[src/rtl/core_mul_pkg.sv]
// Shared types and helpers for the sequential Booth multiply-accumulate unit.
package core_mul_pkg;

    typedef enum logic [1:0] {
        IDLE = 2'd0,
        MUL  = 2'd1,
        ACC  = 2'd2,
        DONE = 2'd3
    } mul_state_t;

    // Step counter must hold W+1.
    function automatic int CORE_MUL_CNT_W(input int w);
        return $clog2(w + 2);
    endfunction

    // Returns {z, n} for the selected result width.
    function automatic logic [1:0] mul_flags(
        input logic q_size,
        input logic hi_zero,
        input logic lo_zero,
        input logic hi_msb,
        input logic lo_msb
    );
        logic z;
        logic n;
        z = q_size ? (hi_zero & lo_zero) : lo_zero;
        n = q_size ? hi_msb : lo_msb;
        return {z, n};
    endfunction

endpackage

[src/rtl/core_mul_booth_step.sv]
// One radix-2 Booth step: conditional add/sub of the multiplicand into the
// upper accumulator, then a 1-bit arithmetic right shift of the whole chain.
module core_mul_booth_step
    import core_mul_pkg::*;
#(
    parameter int W = 32
) (
    input  logic [W+1:0] acc_hi,
    input  logic [W:0]   mplr,
    input  logic         prev,
    input  logic [W+1:0] mcand,
    output logic [W+1:0] acc_hi_next,
    output logic [W:0]   mplr_next,
    output logic         prev_next
);

    logic [W+1:0] sum;

    always_comb begin
        case ({mplr[0], prev})
            2'b01:   sum = acc_hi + mcand;
            2'b10:   sum = acc_hi - mcand;
            default: sum = acc_hi;
        endcase
    end

    assign acc_hi_next = {sum[W+1], sum[W+1:1]};
    assign mplr_next   = {sum[0], mplr[W:1]};
    assign prev_next   = mplr[0];

endmodule

[src/rtl/core_mul_seq.sv]
// Multi-cycle signed/unsigned multiply(-accumulate) with start/done handshake.
// Accumulate support is built only when CORE_MUL_ACC_EN is defined.
module core_mul_seq
    import core_mul_pkg::*;
#(
    parameter int W = 32
) (
    input  logic         clk,
    input  logic         rst_n,
    input  logic         start,
    input  logic [W-1:0] a,
    input  logic [W-1:0] b,
    input  logic [W-1:0] c_hi,
    input  logic [W-1:0] c_lo,
    input  logic         c_size,
    input  logic         add,
    input  logic         sig,
    input  logic         q_size,
    output logic [W-1:0] q_hi,
    output logic [W-1:0] q_lo,
    output logic         z,
    output logic         n,
    output logic         busy,
    output logic         done
);

    localparam int CNT_W = CORE_MUL_CNT_W(W);

    mul_state_t       state_reg, state_next;
    logic [CNT_W-1:0] cnt_reg;
    logic [W+1:0]     mcand_reg, acc_hi_reg, acc_hi_next;
    logic [W:0]       mplr_reg, mplr_next;
    logic             prev_reg, prev_next;
    logic             q_size_reg;
    logic [W-1:0]     q_hi_reg, q_lo_reg;
    logic             z_reg, n_reg;
    logic             accept;
    logic [2*W-1:0]   prod, result;
    logic [1:0]       flags;

    // The extra guard bit keeps add/sub of a W+1-bit operand from overflowing.
    logic [W+1:0] a_ext;
    logic [W:0]   b_ext;
    assign a_ext = {{2{sig & a[W-1]}}, a};
    assign b_ext = {sig & b[W-1], b};

    assign accept = start && (state_reg == IDLE || state_reg == DONE);
    assign prod   = {acc_hi_reg[W-2:0], mplr_reg};

`ifdef CORE_MUL_ACC_EN
    logic [W-1:0]   c_upper;
    logic [2*W-1:0] c_reg;
    logic           add_reg;

    genvar gi;
    generate
        for (gi = 0; gi < W; gi++) begin : g_c_ext
            assign c_upper[gi] = c_size ? c_hi[gi] : (sig & c_lo[W-1]);
        end
    endgenerate

    assign result = (state_reg == ACC) ? prod + c_reg : prod;

    always_ff @(posedge clk or negedge rst_n) begin
        if (!rst_n) begin
            c_reg   <= '0;
            add_reg <= 1'b0;
        end else if (accept) begin
            c_reg   <= {c_upper, c_lo};
            add_reg <= add;
        end
    end
`else
    logic unused_acc_inputs;
    assign unused_acc_inputs = ^{c_hi, c_lo, c_size, add};
    assign result = prod;
`endif

    assign flags = mul_flags(q_size_reg, result[2*W-1:W] == '0, result[W-1:0] == '0,
                             result[2*W-1], result[W-1]);

    core_mul_booth_step #(.W(W)) u_step (
        .acc_hi      (acc_hi_reg),
        .mplr        (mplr_reg),
        .prev        (prev_reg),
        .mcand       (mcand_reg),
        .acc_hi_next (acc_hi_next),
        .mplr_next   (mplr_next),
        .prev_next   (prev_next)
    );

    always_ff @(posedge clk or negedge rst_n) begin
        if (!rst_n) state_reg <= IDLE;
        else        state_reg <= state_next;
    end

    always_comb begin
        state_next = state_reg;
        case (state_reg)
            IDLE: if (start) state_next = MUL;
            MUL: begin
                if (cnt_reg == '0) begin
`ifdef CORE_MUL_ACC_EN
                    state_next = add_reg ? ACC : DONE;
`else
                    state_next = DONE;
`endif
                end
            end
            ACC:     state_next = DONE;
            DONE:    state_next = start ? MUL : IDLE;
            default: state_next = IDLE;
        endcase
    end

    always_ff @(posedge clk or negedge rst_n) begin
        if (!rst_n) begin
            cnt_reg    <= '0;
            mcand_reg  <= '0;
            acc_hi_reg <= '0;
            mplr_reg   <= '0;
            prev_reg   <= 1'b0;
            q_size_reg <= 1'b0;
            q_hi_reg   <= '0;
            q_lo_reg   <= '0;
            z_reg      <= 1'b0;
            n_reg      <= 1'b0;
        end else begin
            if (accept) begin
                cnt_reg    <= CNT_W'(W + 1);
                mcand_reg  <= a_ext;
                acc_hi_reg <= '0;
                mplr_reg   <= b_ext;
                prev_reg   <= 1'b0;
                q_size_reg <= q_size;
            end else if (state_reg == MUL && cnt_reg != '0) begin
                cnt_reg    <= cnt_reg - CNT_W'(1);
                acc_hi_reg <= acc_hi_next;
                mplr_reg   <= mplr_next;
                prev_reg   <= prev_next;
            end
            // Results are captured on the edge that enters DONE so they are
            // stable for the whole done cycle and held until the next one.
            if (state_next == DONE) begin
                q_hi_reg <= q_size_reg ? result[2*W-1:W] : '0;
                q_lo_reg <= result[W-1:0];
                z_reg    <= flags[1];
                n_reg    <= flags[0];
            end
        end
    end

    always_comb begin
        busy = (state_reg == MUL) || (state_reg == ACC);
        done = (state_reg == DONE);
        q_hi = q_hi_reg;
        q_lo = q_lo_reg;
        z    = z_reg;
        n    = n_reg;
    end

endmodule

[config.mk]
export PLATFORM = sky130hd
export DESIGN_NAME = core_mul_seq
export DESIGN_NICKNAME = d
export VERILOG_FILES = /design/src/rtl/core_mul_pkg.sv /design/src/rtl/core_mul_booth_step.sv /design/src/rtl/core_mul_seq.sv
export SDC_FILE = /design/constraint.sdc
export NUM_CORES = 1
export LEC_CHECK = 0
export CORE_AREA = 2 2 170 172
export CTS_CLUSTER_DIAMETER = 80
export DETAILED_ROUTE_END_ITERATION = 8
export DIE_AREA = 0 0 172 174
export DONT_BUFFER_PORTS = 1
export SYNTH_ARGS = -nofsm -noshare
export SYNTH_HDL_FRONTEND = slang
export SYNTH_HIERARCHICAL = 1
export SYNTH_SLANG_ARGS = --single-unit
[constraint.sdc]
create_clock -name clk -period 4.8 [get_ports clk]
set_input_delay 0.96 -clock clk [delete_from_list [all_inputs] [get_ports clk]]
set_output_delay 0.96 -clock clk [all_outputs]
set_load 0.005 [all_outputs]
==> summary.md, run 1 <==
| Metric | Value |
|---|---|
| Status | `completed` |
| Vias per cell | `5.316` |
| Placed Cells | `between 1500 and 2000` |
| Warnings, synthesis | `6` |
| Synth top area share | `39.90%` |
| P_sw | `between 5 and 6 mW` |
| Top post-synthesis cells by count | `nand2_1 (325), dfrtp_1 (176), nor2_1 (95)` |
| Fin util | `41.38%` |
| Layout Nets | `~1400` |
| Max-slew violation count | `0` |
| HPWL after DPL | `between 15000 and 20000 microns` |
| DRC violations left | `0` |
| Post-Synthesis Cells | `1288` |
| First-pass GRT wire length | `around 46000 microns` |
| Syn Nets | `roughly 1500` |
| Worst EP required | `5.16 ns` |
| Fraction of layout cells with a size suffix above 1 | `under 10%` |
| Num CTS Buffers | `17` |
| Max reg flops | `34` |
| Mapped cell area | `roughly 11000 sq um` |
| ANT cells | `0` |
| Asr flop ratio synth | `100.0%` |
| Max cap viols | `0` |
| P&R area growth vs syn | `5.849%` |
| Global placement routability congestion | `0.8820` |
| Port Buffers | `0` |
| Worst-path clk slew | `~0.070 ns` |
| Pwr Density | `around 940 nW/um^2` |
| Switching part of the total | `between 40% and 50%` |
| Clock power share | `between 10% and 20%` |
| Initial DRC Count | `slightly above 600` |
| Fmax | `223.0 MHz` |
| Post-route ant nets | `0` |
| Most frequent cell after synthesis | `nand2_1` |
| Crit Path Max Fanout | `5` |
| Number of global-route vias before repair | `~8300` |
| Root Buffer | `clkbuf_16` |
| Arr. time, crit path | `a little under 5 ns` |
| Setup Viol. Count Final | `0` |
| Die width | `around 170 microns` |
| CTS tree | `yes` |
| Seq pwr share | `between 20% and 30%` |
| Fin. Hold Viols | `0` |
| Num Clock Sinks | `176` |
| Avg Cell Area, Syn | `between 8 and 9 sq um` |
| Post-placement cell area | `11040 sq um` |
| Flops & latches, synth | `roughly 180` |
| Number of synthesized flops with an enable pin | `0` |
| Longest Clk Path Bufs | `2` |
| Layout Cells excl Fill | `1622` |
| Final Critical Period | `about 4.5 ns` |
| Design area | `approximately 12000 sq um` |
| Post-synthesis cell type count | `72` |
| Largest net degree at the start of global routing | `between 150 and 200` |
| CP Capture Type | `register` |
| Clock Latency Late Sink | `0.44 ns` |
| Rows | `62` |
| Global Route Usage Sum | `a little under a fifth` |
| Chip height | `around 170 microns` |
| Int Power | `~5.7 mW` |
| Fin crit share | `93.40%` |
| Peak VDD IR | `between 300 and 400 uV` |
| Number of hold buffers added after CTS | `0` |
| Sum Neg Setup Slack | `0 ns` |
| Crit path kind | `reg2reg` |
| Drt first pass iters | `5` |
| RSZ-0062 raised after global routing | `no` |
| Core Area | `28240 sq um` |
| Rel. slew slack | `between 20% and 30%` |
| Slew @ Worst Pin | `around 1.1 ns` |
| Top post-synthesis cells by area | `dfrtp_1 (40%), nand2_1 (11%), ha_1 (4.6%)` |
| Top cell type by total area after synthesis | `dfrtp_1` |
| Die Area | `about 30000 sq um` |
| Routed wire length | `around 28000 microns` |
| Startpoint Class | `register` |
| Routed len/inst | `roughly 17 microns` |
| Worst hold path type | `in2async` |
| Total grt overflow | `0` |
| Setup Skew | `0.007803 ns` |
| I/O Pins | `around 200` |
| Gate power share | `59.3%` |
| Cell leakage power | `around 5.2 nW` |
| Htree depth | `4` |
| Register area share after synthesis | `between 30 and 40%` |
| Post-synth top flop | `dfrtp_1` |
| Initial Util | `39.09%` |
| Antenna violations before repair | `0` |
| Via Count | `approximately 8600` |
## what timing repair did
item,in CTS,in global routing
buffers inserted,0,4
setup endpoints to repair,0,6
gates resized for setup,0,15
## worst max-delay path, cell delays in order (launching register included)
cell and delay [ns]:
dfrtp_1 0.42, inv_1 0.07, ha_2 0.19, nor4b_4 0.19
buf_4 0.15, and2_4 0.14, and3_4 0.21, a21o_1 0.16
o21ai_0 0.11, xnor2_1 0.18, ha_1 0.32, nand2_1 0.06
or3_1 0.38, or3_1 0.37, or2_4 0.27, a2111oi_4 0.45
o221ai_2 0.18, nor4_2 0.31, nand2_1 0.10, a21oi_2 0.15
## logic make-up (layout without fill, tap and decap cells)
family / count (synthesis) / in the layout / share of synthesized area, %
adders and majority gates: 42 / 42 / 4.829
buffers and inverters: 151 / 101 / 7.345
and+or+nand+nor: 542 / 542 / 21.28
xor gates and xnor gates: 55 / 55 / 4.364
DFF: 176 / 176 / 39.90
AOI/OAI and AO/OA: 253 / 253 / 14.60
muxes: 69 / 69 / 7.685
## final timing paths
kind	from	to	slack [ns]	depth (start not counted)
min in group clk	cnt_reg[5]	cnt_reg[5]	0.51	2
setup reg to reg	mcand_reg[1]	acc_hi_reg[33]	0.32	19
hold / removal	rst_n	state_reg[0]	0.21	0
max in group asynchronous	rst_n	mcand_reg[27]	4.34	0
hold reg to reg	cnt_reg[5]	cnt_reg[5]	0.51	2
setup / recovery	mcand_reg[1]	acc_hi_reg[33]	0.32	19
## stage by stage
step,total power [mW],setup WS (ns),hold slack [ns]
finish,10.94,0.3167,0.2120
global route,12.04,0.008738,0.1870
CTS,10.88,0.2174,0.1900
detailed placement,9.477,0.2625,0.4941
global placement,9.363,0.3222,0.4922
floorplan,8.212,0.4829,0.4742
## area by class of cell
type / instances / area [sq um]
clock buffer: 19 / 452.9
clock inverter: 12 / 101.3
fill: 2847 / 16550
inverter: 52 / 195.2
multi-input combinational: 961 / 5913
sequential: 176 / 4405
tap: 384 / 480.5
timing repair buffer: 18 / 135.1
## layout by cell type (no fill, tap or decap), types with 22 or more instances in the layout
cell type	count
o21ai_0	47
a21oi_1	79
nor2_1	94
nor4_1	22
nand2_1	325
ha_1	40
a31oi_1	40
dfrtp_1	175
mux2_4	30
inv_1	52
mux2i_1	33
xnor2_1	44
## power groups by stage
stage | clock (mW) | sequential, mW | combinational, mW
3_5_place_dp | 0 | 3.13 | 6.34
2_1_floorplan | 0 | 2.79 | 5.42
3_3_place_gp | 0 | 3.12 | 6.24
5_1_grt | 1.45 | 3.25 | 7.34
6_report | 1.35 | 3.11 | 6.48
4_1_cts | 1.39 | 3.11 | 6.38
## routing by layer
| layer | track usage, % | share of wire, % | up-vias |
|---|---|---|---|
| li1 | - | - | 4259 |
| met1 | 28.13 | 49 | 4128 |
| met2 | 26.89 | 42 | 214 |
| met3 | 6.261 | 8.0 | 22 |
| met4 | 5.007 | 1.2 | 0 |
| met5 | 0 | 0 | - |
(Power assumes the default switching activity.)
==> run 2, diff against run 1 <==
Settings changed: ABC_AREA set to 1, CORE_AREA 2 2 170 172 to 2 2 172 174, DIE_AREA 0 0 172 174 to 0 0 174 176.
==> run 2 against run 1 <==
  * Final cell count grew 16%
  * Critical path depth down 4
  * Largest power group unchanged
  * Maximum frequency rose by 14%
==> summary.md, run 2 <==
| Metric | Value |
|---|---|
| Status | `completed` |
| RSZ-0062 raised after global routing | `no` |
| Slew @ Worst Pin | `0.9103 ns (-0.2277 ns)` |
| Routed wire length | `28460 microns (+2.6%)` |
| First-pass GRT wire length | `47410 microns (+4.0%)` |
| Max cap viols | `0 (unchanged)` |
| Top post-synthesis cells by count | `nand2_1 (553), dfrtp_1 (176), inv_1 (126)` |
| Warnings, synthesis | `6 (unchanged)` |
| Routed len/inst | `15.10 microns (-12%)` |
| Rows | `62 (unchanged)` |
| Hold_ws | `0.2041 ns (-0.007842 ns)` |
| Htree depth | `4 (unchanged)` |
| Global placement routability congestion | `0.9132 (+3.5%)` |
| Chip height | `176 microns (+1.1%)` |
| DRC violations left | `0 (unchanged)` |
| CTS tree | `yes` |
| Core Area | `28550 sq um (+1.1%)` |
| Cell leakage power | `5.936 nW (+14%)` |
| Worst path cell trace | `ha_1, inv_2, o21ai_0, nand2_1, xnor2_1, ha_1, nand2_1, o21ai_0, a21oi_1, nand3_1, or2_1, nand3_1, nand2_1, nand2_1, o21ai_0` |
| Worst reg2reg path startpoint | `mplr_reg[0]` |
| Crit Path Max Fanout | `19 (+14)` |
| Critical Path Start | `mplr_reg[0]` |
| Worst-path clk slew | `0.08 ns (about the same)` |
| Fin crit share | `82.22% (-11 points)` |
| Global Route Usage Sum | `19.23% (+0.10 points)` |
| I/O Pins | `203 (unchanged)` |
| Most frequent cell after synthesis | `nand2_1` |
| Post-synth top flop | `dfrtp_1` |
| Slowest cell on the critical path | `ha_1` |
| Worst r2r path cells | `15 (-4)` |
| Initial Util | `40.00% (+0.91 points)` |
| CP delay by family, top | `adder cells` |
| Number of hold buffers added after CTS | `0 (unchanged)` |
| Post-route ant nets | `0 (unchanged)` |
| Post-synthesis cell type count | `51 (-29%)` |
| Port Buffers | `0 (unchanged)` |
| Root Buffer | `clkbuf_16` |
| Number of global-route vias before repair | `9015 (+8.1%)` |
| Seq pwr share | `27.5% (-0.9 points)` |
| Top cell type by total area after synthesis | `dfrtp_1` |
| Clock power share | `14.1% (+1.8 points)` |
| Num CTS Buffers | `17 (unchanged)` |
| Crit-path max cell delay | `0.65 ns (+0.20 ns)` |
| HPWL after DPL | `20970 microns (+9.9%)` |
| Max-slew violation count | `0 (unchanged)` |
| Fmax | `253.4 MHz (+14%)` |
| Worst EP required | `5.10 ns (-0.06 ns)` |
| Longest Clk Path Bufs | `2 (unchanged)` |
| Syn Nets | `1730 (+18%)` |
| Worst hold path type | `in2async` |
| Total grt overflow | `0 (unchanged)` |
| Via Count | `9288 (+7.7%)` |
| Drt first pass iters | `7 (+2)` |
| Clock Latency Late Sink | `0.45 ns (about the same)` |
| Setup Skew | `0.01383 ns (+0.006029 ns)` |
| Post-CTS sizing | `0 (unchanged)` |
| Largest net degree at the start of global routing | `177 (unchanged)` |
| Avg Cell Area, Syn | `7.353 sq um (-14%)` |
| Antenna violations before repair | `0 (unchanged)` |
| Reg2reg end | `acc_hi_reg[19]` |
| Int Power | `4.840 mW (-16%)` |
| Gate power share | `58.3% (-1.0 points)` |
| Num Clock Sinks | `176 (unchanged)` |
| Register area share after synthesis | `38.57% (-1.3 points)` |
| Commonest non-fill, non-tap cells in the layout | `nand2_1 (553), dfrtp_1 (176), inv_1 (126)` |
| Peak VDD IR | `322.0 uV (-19%)` |
| R2R Setup Slk | `0.85 ns (+0.54 ns)` |
| Layout Nets | `1665 (+19%)` |
| Buf/Inv on CP | `1 (-1)` |
| Initial DRC Count | `619 (+0.65%)` |
| Switching part of the total | `50.96% (+3.3 points)` |
| Die width | `174 microns (+1.2%)` |
| Arr. time, crit path | `4.25 ns (-0.59 ns)` |
| Crit path kind | `reg2reg` |
| Asr flop ratio synth | `100.0% (unchanged)` |
| Synth top area share | `38.57% (-1.3 points)` |
| Pwr Density | `828.6 nW/um^2 (-11%)` |
| Fraction of layout cells with a size suffix above 1 | `9.793% (+0.020 points)` |
| Vias per cell | `4.927 (-7.3%)` |
| ANT cells | `0 (unchanged)` |
| Setup Viol. Count Final | `0 (unchanged)` |
| Mapped cell area | `11420 sq um (+3.5%)` |
| Top post-synthesis cells by area | `dfrtp_1 (39%), nand2_1 (18%), ha_1 (4.5%)` |
| Rel. slew slack | `39.17% (+15 points)` |
| Most frequent CP cell | `nand2_1` |
| Startpoint Class | `register` |
| Fin util | `41.73% (+0.35 points)` |
| Commonest non-fill, non-tap cell in the layout | `nand2_1` |
| P&R area growth vs syn | `4.317%` |
| Die Area | `30620 sq um (+2.3%)` |
| CP Capture Type | `register` |
| P_sw | `5.030 mW (-3.4%)` |
| Number of synthesized flops with an enable pin | `0 (unchanged)` |
| Max reg flops | `34 (unchanged)` |
| Sum Neg Setup Slack | `0 ns (unchanged)` |
| Fin. Hold Viols | `0 (unchanged)` |
| Final Critical Period | `3.947 ns (-0.5368 ns)` |
| Setup repair bufs after CTS | `0 (unchanged)` |
| Post-Synthesis Cells | `1553 (+21%)` |
| Flops & latches, synth | `176 (unchanged)` |
==> run 2: cell count changes after synthesis, moves of 37 or more <==
| cell | delta |
|---|---|
| inv_1 | +74 |
| a21oi_1 | -37 |
| o21ai_1 | +57 |
| nand3_1 | +55 |
| a31oi_1 | -38 |
| nand2_1 | +228 |
==> run 2: logic make-up (layout without fill, tap and decap cells) <==
logic type / after synthesis / in the layout / synth area share, %
buffers and inverters: 227 / 175 / 10.03
AOI/OAI and AO/OA: 248 / 248 / 13.01
DFF: 176 / 176 / 38.57
and+or+nand+nor: 822 / 822 / 30.82
adders and majority gates: 42 / 42 / 4.667
xor gates and xnor gates: 38 / 38 / 2.914
==> run 2: worst max-delay path by stage <==
stage | slack (ns) | cells past startpoint | endpoint
floorplan | 1.92 | 23 | acc_hi_reg[33]
global route | 0.51 | 19 | acc_hi_reg[26]
CTS | 0.92 | 20 | acc_hi_reg[32]
finish | 0.85 | 15 | acc_hi_reg[19]
detailed placement | 0.94 | 20 | acc_hi_reg[32]
global placement | 0.94 | 20 | acc_hi_reg[32]
==> run 2: final cells by class <==
class | instances | area (sq um)
well taps | 384 | 480.5
inverters | 137 | 516.7
repair buffers | 6 | 57.56
flip-flops and latches | 176 | 4404
fillers | 3063 | 16630
clock buffers | 18 | 439.2
multi-input cells | 1150 | 5871
clock inverters | 14 | 143.9
==> run 2: through the flow <==
| step | std cells | worst slack (ns) | total power [mW] | area (sq um) |
|---|---|---|---|---|
| global placement | 1853 | 0.9449 | 8.382 | 11330 |
| finish | 1885 | 0.8535 | 9.870 | 11910 |
| CTS | 1885 | 0.9189 | 9.903 | 11910 |
| detailed placement | 1853 | 0.9366 | 8.467 | 11330 |
| floorplan | 1553 | 1.915 | 7.403 | 11420 |
| global route | 1885 | 0.5115 | 10.94 | 11910 |
==> run 2: worst register-to-register path, stage by stage, from the launching register on <==
cell and delay [ns]:
dfrtp_1 0.48, ha_1 0.65, inv_2 0.33, o21ai_0 0.24, nand2_1 0.13, xnor2_1 0.35
ha_1 0.35, nand2_1 0.15, o21ai_0 0.17, a21oi_1 0.22, nand3_1 0.20, or2_1 0.25
nand3_1 0.07, nand2_1 0.06, nand2_1 0.06, o21ai_0 0.08
==> run 2: routing by layer <==
layer	track usage [%]	share of wire, %	vias up
met5	0	0	-
met2	29.53	43	197
met4	4.727	0.94	0
met1	28.15	51	4253
li1	-	-	4818
met3	3.359	5.5	20
==> run 2: power by group through the flow <==
stage	Clock, mW	Combinational [mW]	Sequential (mW)
floorplan	0	4.86	2.54
global placement	0	5.65	2.73
detailed placement	0	5.72	2.75
CTS	1.43	5.75	2.73
global route	1.49	6.63	2.82
finish	1.39	5.76	2.72
==> run 3, diff against run 2 <==
Clock period 4.8 ns to 3.9 ns, I/O delays scaled along.
==> run 3 against run 2 <==
  * Non-clock buffer count rose by 3
  * First-iteration DRC count fell by 6.9%
  * Largest power group unchanged
  * Design area rose by 0.35%
  * Critical path depth rose by 5
  * Combinational power rose by 24%
==> summary.md, run 3 (same netlist as run 2, synthesis figures left out) <==
| Metric | Value |
|---|---|
| Core Area | `28550 sq um (unchanged)` |
| Commonest non-fill, non-tap cells in the layout | `nand2_1 (553), dfrtp_1 (176), inv_1 (126)` |
| Worst-path clk slew | `0.08 ns (about the same)` |
| Layout Nets | `1668 (+0.18%)` |
| Num CTS Buffers | `17 (unchanged)` |
| Root Buffer | `clkbuf_16` |
| Critical Path Start | `mplr_reg[0]` |
| Antenna violations before repair | `0 (unchanged)` |
| Setup Viol. Count Final | `0 (unchanged)` |
| Worst reg2reg path startpoint | `mplr_reg[0]` |
| Fraction of layout cells with a size suffix above 1 | `9.907% (+0.11 points)` |
| Sum Neg Setup Slack | `0 ns (unchanged)` |
| Commonest non-fill, non-tap cell in the layout | `nand2_1` |
| I/O Pins | `203 (unchanged)` |
| HPWL after DPL | `21030 microns (+0.25%)` |
| Max cap viols | `0 (unchanged)` |
| Hold_ws | `0.02653 ns (-0.1776 ns)` |
| Initial Util | `40.00% (unchanged)` |
| Cell leakage power | `5.961 nW (+0.41%)` |
| Via Count | `9287 (-0.011%)` |
| R2R Setup Slk | `0.41 ns (-0.44 ns)` |
| Design area | `11950 sq um (+0.35%)` |
| Post-CTS sizing | `0 (unchanged)` |
| Rows | `62 (unchanged)` |
| Die Area | `30620 sq um (unchanged)` |
| First-pass GRT wire length | `47460 microns (+0.10%)` |
| Drt first pass iters | `5 (-2)` |
| ANT cells | `0 (unchanged)` |
| DRC violations left | `0 (unchanged)` |
| Die width | `174 microns (unchanged)` |
| Routed len/inst | `15.12 microns (+0.16%)` |
| Port Buffers | `0 (unchanged)` |
| CTS tree | `yes` |
| Clock Latency Late Sink | `0.44 ns (about the same)` |
| Rel. slew slack | `40.38% (+1.2 points)` |
| Peak VDD IR | `438.0 uV (+36%)` |
| Crit path kind | `reg2reg` |
| Largest net degree at the start of global routing | `177 (unchanged)` |
| Vias per cell | `4.919 (-0.17%)` |
| CP Capture Type | `register` |
| Number of global-route vias before repair | `9025 (+0.11%)` |
| Global Route Usage Sum | `19.23% (about the same)` |
| Post-placement cell area | `11350 sq um (+0.20%)` |
| Routed wire length | `28550 microns (+0.32%)` |
| Final Critical Period | `3.490 ns (-0.4565 ns)` |
| Status | `completed` |
| Arr. time, crit path | `3.86 ns (-0.39 ns)` |
| Worst EP required | `4.27 ns (-0.83 ns)` |
| Setup Skew | `0.01302 ns (-0.0008171 ns)` |
| Number of hold buffers added after CTS | `0 (unchanged)` |
| Num Clock Sinks | `176 (unchanged)` |
| Max reg flops | `34 (unchanged)` |
| Fin. Hold Viols | `0 (unchanged)` |
| Crit Path Max Fanout | `17 (-2)` |
| RSZ-0062 raised after global routing | `no` |
| Initial DRC Count | `576 (-6.9%)` |
| Max-slew violation count | `0 (unchanged)` |
| Total grt overflow | `0 (unchanged)` |
| Fmax | `286.5 MHz (+13%)` |
| Global placement routability congestion | `0.9216 (+0.92%)` |
| Worst r2r path cells | `20 (+5)` |
| Pwr Density | `1022 nW/um^2 (+23%)` |
| Htree depth | `4 (unchanged)` |
| Longest Clk Path Bufs | `2 (unchanged)` |
| Startpoint Class | `register` |
| Post-route ant nets | `0 (unchanged)` |
| Fin crit share | `89.49% (+7.3 points)` |
| Slew @ Worst Pin | `0.8922 ns (-0.01815 ns)` |
| Setup repair bufs after CTS | `0 (unchanged)` |
| Worst hold path type | `in2async` |
| Chip height | `176 microns (unchanged)` |
| P&R area growth vs syn | `4.679%` |
## run 3: final timing paths
| kind | to |
|---|---|
| setup reg to reg | acc_hi_reg[30] |
| hold / removal | q_lo[13] |
| max in group asynchronous | acc_hi_reg[32] |
| hold reg to reg | prev_reg |
| setup / recovery | acc_hi_reg[30] |
| min in group clk | mcand_reg[21] |
## run 3: metal layers
layer / GRT usage (%) / routed length, microns
met1: 28.59 / 14460
met4: 4.867 / 297
met3: 3.639 / 1682
met5: 0 / 0
met2: 28.72 / 12110
## run 3: final cells by class
cell class              instances  area (sq um)
inverters                     137         516.7
multi-input cells            1150          5871
well taps                     384         480.5
fillers                      3019         16590
repair buffers                  9         80.08
flip-flops and latches        176          4404
clock inverters                13         158.9
clock buffers                  19         442.9
## run 3: critical path, cell delays in order, from the launching register on
cell,delay (ns)
dfrtp_1,0.42
ha_1,0.29
inv_2,0.30
nand2_2,0.12
o21ai_2,0.10
inv_2,0.08
o21ai_1,0.16
xor2_1,0.30
ha_1,0.34
nand2_1,0.10
nand2_1,0.05
o21bai_1,0.16
a21oi_1,0.23
nor2_1,0.10
nor2_1,0.14
nand2_1,0.07
nand2_1,0.06
nand3_1,0.06
nand2_1,0.16
nand2_1,0.07
nand2_1,0.10
## run 3: report_power, final
| part | internal [mW] | switching (mW) | leakage [nW] |
|---|---|---|---|
| Sequential | 2.60 | 0.731 | 2.29 |
| Clock | 0.935 | 0.828 | 0.292 |
| Combinational | 2.50 | 4.62 | 3.38 |
## run 3: through the flow
stage / instances / setup slack (ns) / util [%] / power, mW
6_report: 1888 / 0.4100 / 41.87 / 12.22
5_1_grt: 1888 / 0.008916 / 41.87 / 13.51
4_1_cts: 1888 / 0.4422 / 41.87 / 12.30
3_5_place_dp: 1856 / 0.4743 / 39.77 / 10.48
3_3_place_gp: 1856 / 0.4529 / 39.77 / 10.39
2_1_floorplan: 1553 / 1.015 / - / 9.112
